<file path="config.mk">
export PLATFORM = sky130hd
export DESIGN_NAME = tqv_reg_arbiter
export DESIGN_NICKNAME = d
export VERILOG_FILES = /design/src/rtl/tqv_reg_arbiter.sv
export SDC_FILE = /design/constraint.sdc
export NUM_CORES = 1
export LEC_CHECK = 0
export ABC_AREA = 1
export BUFFER_PORTS_ARGS = -buffer_cell sky130_fd_sc_hd__clkbuf_2
export CORE_MARGIN = 3
export CORE_UTILIZATION = 50
export CTS_BUF_LIST = sky130_fd_sc_hd__clkbuf_2
export DETAILED_ROUTE_END_ITERATION = 10
export PLACE_DENSITY = 0.82
export SYNTH_ARGS = -nofsm -noshare
export SYNTH_HDL_FRONTEND = slang
export SYNTH_SLANG_ARGS = --single-unit
export TNS_END_PERCENT = 1
</file>
<file path="constraint.sdc">
create_clock -name clk -period 1.45 [get_ports clk]
set_clock_uncertainty 0.05 [all_clocks]
set_input_delay 0.29 -clock clk [delete_from_list [all_inputs] [get_ports clk]]
set_output_delay 0.29 -clock clk [all_outputs]
set_load 0.02 [all_outputs]
</file>
<file path="src/rtl/tqv_reg_arbiter.sv">
// Two-requester arbiter for the byte peripheral's single register port.
// Each access takes three cycles: IDLE (select), ISSUE (drive port, capture data), COMPLETE (ack).
module tqv_reg_arbiter #(
  parameter int ADDR_W     = 4,
  parameter int DATA_W     = 8,
  parameter int FIXED_PRIO = 0
) (
  input  logic              clk,
  input  logic              rst_n,
  input  logic              r0_req,
  input  logic              r0_we,
  input  logic [ADDR_W-1:0] r0_addr,
  input  logic [DATA_W-1:0] r0_wdata,
  output logic              r0_ack,
  output logic [DATA_W-1:0] r0_rdata,
  input  logic              r1_req,
  input  logic              r1_we,
  input  logic [ADDR_W-1:0] r1_addr,
  input  logic [DATA_W-1:0] r1_wdata,
  output logic              r1_ack,
  output logic [DATA_W-1:0] r1_rdata,
  output logic [ADDR_W-1:0] per_address,
  output logic [DATA_W-1:0] per_data_in,
  output logic              per_data_write,
  input  logic [DATA_W-1:0] per_data_out,
  output logic [1:0]        grant,
  output logic              busy
);

  typedef enum logic [1:0] {
    ST_IDLE     = 2'd0,
    ST_ISSUE    = 2'd1,
    ST_COMPLETE = 2'd2
  } state_e;

  state_e            state_q, state_d;
  logic              ptr_q, ptr_d;
  logic [1:0]        grant_q, grant_d;
  logic              busy_q, busy_d;
  logic [ADDR_W-1:0] addr_q, addr_d;
  logic [DATA_W-1:0] wdata_q, wdata_d;
  logic              write_q, write_d;
  logic              ack0_q, ack0_d;
  logic              ack1_q, ack1_d;
  logic [DATA_W-1:0] rdata0_q, rdata0_d;
  logic [DATA_W-1:0] rdata1_q, rdata1_d;
  logic              pick_r1;

  // Winner selection; ptr_q = 1 means requester 1 is favoured on a tie.
  always_comb begin
    pick_r1 = 1'b0;
    if (r0_req && r1_req) begin
      if (FIXED_PRIO != 0) begin
        pick_r1 = 1'b0;
      end else begin
        pick_r1 = ptr_q;
      end
    end else if (r1_req) begin
      pick_r1 = 1'b1;
    end else begin
      pick_r1 = 1'b0;
    end
  end

  // Next-state and registered-output logic.
  always_comb begin
    state_d  = state_q;
    ptr_d    = ptr_q;
    grant_d  = grant_q;
    busy_d   = busy_q;
    addr_d   = addr_q;
    wdata_d  = wdata_q;
    write_d  = 1'b0;
    ack0_d   = 1'b0;
    ack1_d   = 1'b0;
    rdata0_d = rdata0_q;
    rdata1_d = rdata1_q;
    case (state_q)
      ST_IDLE: begin
        if (r0_req || r1_req) begin
          state_d = ST_ISSUE;
          busy_d  = 1'b1;
          grant_d = pick_r1 ? 2'b10 : 2'b01;
          addr_d  = pick_r1 ? r1_addr : r0_addr;
          wdata_d = pick_r1 ? r1_wdata : r0_wdata;
          write_d = pick_r1 ? r1_we : r0_we;
        end else begin
          busy_d  = 1'b0;
          grant_d = 2'b00;
        end
      end
      ST_ISSUE: begin
        // Peripheral data is sampled for writes as well, giving a readback.
        state_d = ST_COMPLETE;
        busy_d  = 1'b1;
        if (grant_q[1]) begin
          rdata1_d = per_data_out;
          ack1_d   = 1'b1;
        end else begin
          rdata0_d = per_data_out;
          ack0_d   = 1'b1;
        end
      end
      ST_COMPLETE: begin
        state_d = ST_IDLE;
        busy_d  = 1'b0;
        grant_d = 2'b00;
        ptr_d   = grant_q[0];
      end
      default: begin
        state_d = ST_IDLE;
        busy_d  = 1'b0;
        grant_d = 2'b00;
      end
    endcase
  end

  // State and output registers.
  always_ff @(posedge clk or negedge rst_n) begin
    if (!rst_n) begin
      state_q  <= ST_IDLE;
      ptr_q    <= 1'b0;
      grant_q  <= 2'b00;
      busy_q   <= 1'b0;
      addr_q   <= '0;
      wdata_q  <= '0;
      write_q  <= 1'b0;
      ack0_q   <= 1'b0;
      ack1_q   <= 1'b0;
      rdata0_q <= '0;
      rdata1_q <= '0;
    end else begin
      state_q  <= state_d;
      ptr_q    <= ptr_d;
      grant_q  <= grant_d;
      busy_q   <= busy_d;
      addr_q   <= addr_d;
      wdata_q  <= wdata_d;
      write_q  <= write_d;
      ack0_q   <= ack0_d;
      ack1_q   <= ack1_d;
      rdata0_q <= rdata0_d;
      rdata1_q <= rdata1_d;
    end
  end

  assign per_address    = addr_q;
  assign per_data_in    = wdata_q;
  assign per_data_write = write_q;
  assign grant          = grant_q;
  assign busy           = busy_q;
  assign r0_ack         = ack0_q;
  assign r1_ack         = ack1_q;
  assign r0_rdata       = rdata0_q;
  assign r1_rdata       = rdata1_q;

endmodule

</file>
==> results.cfg, run 1 <==
[final_layout]
layout-drive-gt1-share = 0.423
final_nets = 310
syn_to_final_growth_pct = 23.9
mostFrequentLayoutCell = clkbuf_2
final_cell_mix = clkbuf_2, nand2_1, inv_1, dfrtp_1, nand3_1
nFillCells = 288
diodes = 0
final_cells = 316

[placed_design]
gp_congestion = 0.793
dp_hpwl_um = 2710
placed_cells = 308
io_buffers = 71
dp_slack_ns = 0.184

[critical_path]
path_buf_inv = 1
slowest_stage = dfrtp_1
critical_path.cell_chain = clkbuf_2
critPathCaptureType = primary output
arrival_ns = 1.01
critPathKind = flip-flop to primary output
critPathTopFamily = flip-flops
cpPeakStageDelay_ns = 0.45
cp-start-kind = flip-flop
worstPathMaxFanout = 3
required_ns = 1.11

[grt]
grt_pass1_wl_um = 6190
antenna_found_initial = 0
first_global_vias = 1461
grt_max_degree = 38
gr-usage-all-layers = 0.188
grt_overflow = 0

[route]
ant_nets = 0
wirelength_um = 3580
first_pass_iters = 4
wire_per_inst_um = 11.3
via_count = 1458
drt-vias-per-instance = 4.61
first_iter_violations = 85
drc_errors = 0

[floorplan]
coreArea_sq_mm = 0.00320
row_count = 20
die_w_um = 65.4
die_area_sq_mm = 0.00428
start_util = 0.552
die_y_um = 65.4
ios = 72

[timing]
min_period_ns = 1.35
post-route-period-util = 0.930
worst_slack_ns = 0.102
hold_viol_final = 0
rsz0062_at_grt = no
setup_viol = 0
clock.fmax_mhz = 742
final_max_slew_viol_count = 0
relSlewSlack = 0.700
worstMarginPinSlew_ns = 0.450
setup_tns_ns = 0

[clocking]
clockBufferDepth = 2
cts_resized = 0
cts_buffers = 5
cts.sinks = 37
cts_tree = done
cts-root-buf = clkbuf_2
path_clk_slew_ns = 0.17
cts_hold_buf = 1
h-tree-depth = 2
clock_latency_ns = 0.37
post_cts_buffers = 0

[synth]
synth-xor-area-share = 0
synth_area_sq_mm = 0.00177
synthMuxAreaShare = 0
synth_warnings = 0
synthCells = 196
synth_top_family_by_area = simple AND/OR/NAND/NOR gates
ys_seq_elements = 37
ys_seq_area_frac = 0.524
synth_compound_area_frac = 0.0928
syn-num-nets = 234
synthSimpleGateAreaFrac = 0.254
yosys.area_share.adder = 0
synth.distinct_cells = 17
syn_area_per_cell_sq_um = 9.01

[worst_hold_path]
hold_class = primary input to flip-flop

[status]
outcome = complete, no violations

[power_and_ir_drop]
irDropWorstVdd_mv = 1.01
p_leak_nw = 1.35
p_per_area_mw_per_mm2 = 2110

[run]
max-cap-violations = 0
## cells by family (layout without fill, tap and decap cells)
logic type | after synthesis | in the layout
simple gates | 90 | 90
buf+inv | 50 | 126
flops | 37 | 37
compound gates | 19 | 19
## report_power, final
group          leakage [nW]  internal, mW  switching [mW]  total (mW)
Combinational         0.864         0.803            1.59        2.39
Clock                0.0265         0.113           0.309       0.421
Sequential            0.456          1.53           0.284        1.81
## synth_stat cells (all sizes together)
cell type,count,area share
o22ai,1,0.0071
nand3,26,0.099
dfrtp,37,0.52
nor2,2,0.0099
nand2,62,0.14
a31oi,1,0.0035
buf,7,0.035
o21ai,16,0.079
inv,43,0.094
a21oi,1,0.0028
## layout make-up
cell class	instances	area, sq um	share of cell area
Sequential cell	37	926	0.423
Clock inverter	1	3.75	0.00172
Clock buffer	6	30.0	0.0137
Timing Repair Buffer	76	395	0.181
Inverter	43	166	0.0760
Multi-Input combinational cell	109	612	0.280
Tap cell	44	55.1	0.0252
## routing by layer
metal  GRT usage  part of all wire
met1       0.223              0.42
met2       0.320              0.50
met3      0.0513             0.058
met4      0.0803             0.021
met5           0                 0
## registers in the layout (all words and copies together), names as in the netlist
register,cells
busy,1
grant,2
per_address,4
per_data_in,8
per_data_write,1
ptr_q,1
r0_ack,1
r0_rdata,8
r1_ack,1
r1_rdata,8
state_q,2
## path summary, 6_finish.rpt
check                      depth (start not counted)                    endpoint                    start  slack [ns]
setup / recovery                                   1                    grant[1]     grant[1]$_DFFE_PN0P_        0.10
setup reg to reg                                   5  per_data_in[1]$_DFFE_PN0P_   state_q[1]$_DFFE_PN0P_        0.15
min in group asynchronous                          3  per_data_in[7]$_DFFE_PN0P_                    rst_n        0.41
max in group asynchronous                          3     r0_rdata[5]$_DFFE_PN0P_                    rst_n        0.61
hold reg to reg                                    2     r1_rdata[2]$_DFFE_PN0P_  r1_rdata[2]$_DFFE_PN0P_        0.45
hold / removal                                     3    per_data_write$_DFF_PN0_                    r0_we        0.09
## stage by stage
stage	area, sq um	hold WS, ns	utilization	power, mW
2_1_floorplan	1770	-0.0556	-	3.61
3_3_place_gp	2140	0.306	0.670	4.20
3_5_place_dp	2140	0.309	0.670	4.26
4_1_cts	2190	0.0794	0.683	4.68
5_1_grt	2190	0.0805	0.683	5.00
6_report	2190	0.0893	0.683	4.62
No activity file was read; power rests on OpenSTA's default activity.
==> run 2: changes to the inputs <==
- MAX_ROUTING_LAYER: not set -> met4
- clock period: 1.45 -> 1.3 ns (I/O delays scaled with it)
==> results.cfg, run 2 (synthesis results as in run 1) <==
[worst_hold_path]
hold_class = primary input to flip-flop

[route]
drc_errors = 0
ant_nets = 0
via_count = 1451
wirelength_um = 3730
wire_per_inst_um = 11.7
first_iter_violations = 41
first_pass_iters = 4
drt-vias-per-instance = 4.56

[placed_design]
io_buffers = 71
dp_hpwl_um = 2710
dp_slack_ns = 0.0457
post_dp_cell_area_sq_mm = 0.00216
gp_congestion = 0.794
placed_cells = 308

[power_and_ir_drop]
p_per_area_mw_per_mm2 = 2360
p_leak_nw = 1.37
irDropWorstVdd_mv = 1.22

[final_layout]
final_cells = 318
final_nets = 312
diodes = 0
nFillCells = 295
final_cell_mix = clkbuf_2, nand2_1, inv_1, dfrtp_1, nand3_1
syn_to_final_growth_pct = 27.3
layout-drive-gt1-share = 0.434
mostFrequentLayoutCell = clkbuf_2
ff_latch_area_sq_um = 927
multiInputGateArea_sq_um = 619
final_cell_area_sq_mm = 0.00225

[timing]
min_period_ns = 1.28
worstMarginPinSlew_ns = 0.242
relSlewSlack = 0.838
hold_viol_final = 0
clock.fmax_mhz = 784
worst_slack_ns = 0.0238
post-route-period-util = 0.982
setup_viol = 0
rsz0062_at_grt = yes
final_max_slew_viol_count = 0
worst_hold_slack_ns = 0.0573

[floorplan]
ios = 72
die_y_um = 65.4
start_util = 0.552
die_area_sq_mm = 0.00428
row_count = 20
coreArea_sq_mm = 0.00320
die_w_um = 65.4

[run]
max-cap-violations = 0

[grt]
gr-usage-all-layers = 0.197
first_global_vias = 1447
grt_max_degree = 38
grt_overflow = 0
grt_pass1_wl_um = 6320
antenna_found_initial = 0

[critical_path]
critPathCaptureType = primary output
worstPathMaxFanout = 2
arrival_ns = 0.97
cpPeakStageDelay_ns = 0.43
slowest_stage = dfrtp_1
critPathTopFamily = flip-flops
required_ns = 0.99
critPathKind = flip-flop to primary output
cp-start-kind = flip-flop
path_buf_inv = 1
critical_path.cell_chain = clkbuf_2

[clocking]
cts-root-buf = clkbuf_2
clock_latency_ns = 0.37
cts_buffers = 5
path_clk_slew_ns = 0.18
h-tree-depth = 2
cts.sinks = 37
cts_tree = done
clockBufferDepth = 2

[status]
outcome = complete, no violations
-- run 2: changes by cell type in the layout (fill, tap and decap cells not counted), sizes merged --
cell,delta
clkbuf,-17
buf,+19
-- run 2: final timing paths --
kind | start | end | cells after the start | slack, ns
max in group asynchronous | rst_n | state_q[1]$_DFFE_PN0P_ | 3 | 0.69
min reg2reg | r1_rdata[2]$_DFFE_PN0P_ | r1_rdata[2]$_DFFE_PN0P_ | 2 | 0.45
min | r0_we | per_data_write$_DFF_PN0_ | 3 | 0.06
max reg2reg | state_q[1]$_DFFE_PN0P_ | per_data_in[0]$_DFFE_PN0P_ | 5 | 0.09
min in group asynchronous | rst_n | per_data_in[7]$_DFFE_PN0P_ | 3 | 0.30
max | per_data_in[6]$_DFFE_PN0P_ | per_data_in[6] | 1 | 0.02
-- run 2: metrics by stage --
stage,setup TNS (ns),util,power [mW]
floorplan,0,-,4.02
global placement,0,0.673,4.69
detailed placement,0,0.673,4.75
CTS,0,0.690,5.25
global route,-0.240,0.702,5.74
finish,0,0.702,5.31
-- run 2: cell type report --
type | instances | area share
clock buffers | 6 | 0.0133
clock inverters | 1 | 0.00167
inverters | 43 | 0.0751
multi-input cells | 109 | 0.275
flip-flops and latches | 37 | 0.412
well taps | 44 | 0.0245
repair buffers | 78 | 0.198
-- run 2: layer usage --
metal | up-vias | wire length (um) | global-route usage | share of wire
met2 | 36 | 1920 | 0.320 | 0.52
li1 | 746 | - | - | -
met3 | 4 | 171 | 0.0427 | 0.046
met4 | 0 | 41 | 0.0699 | 0.011
met1 | 665 | 1590 | 0.245 | 0.43
met5 | - | 0 | - | 0
-- run 2: where the power goes --
part / total [mW] / internal, mW / switching, mW
Combinational: 2.82 / 1.01 / 1.81
Clock: 0.471 / 0.126 / 0.345
Sequential: 2.02 / 1.71 / 0.314
Total: 5.31 / 2.85 / 2.46
-- run 2: timing repair --
action                                  4_1_cts  5_1_grt
gates resized for setup                       1       27
endpoints found under the setup margin        5       34
hold buffers                                  1        0
hold endpoints to repair                     37        0
buffers inserted                              1        1
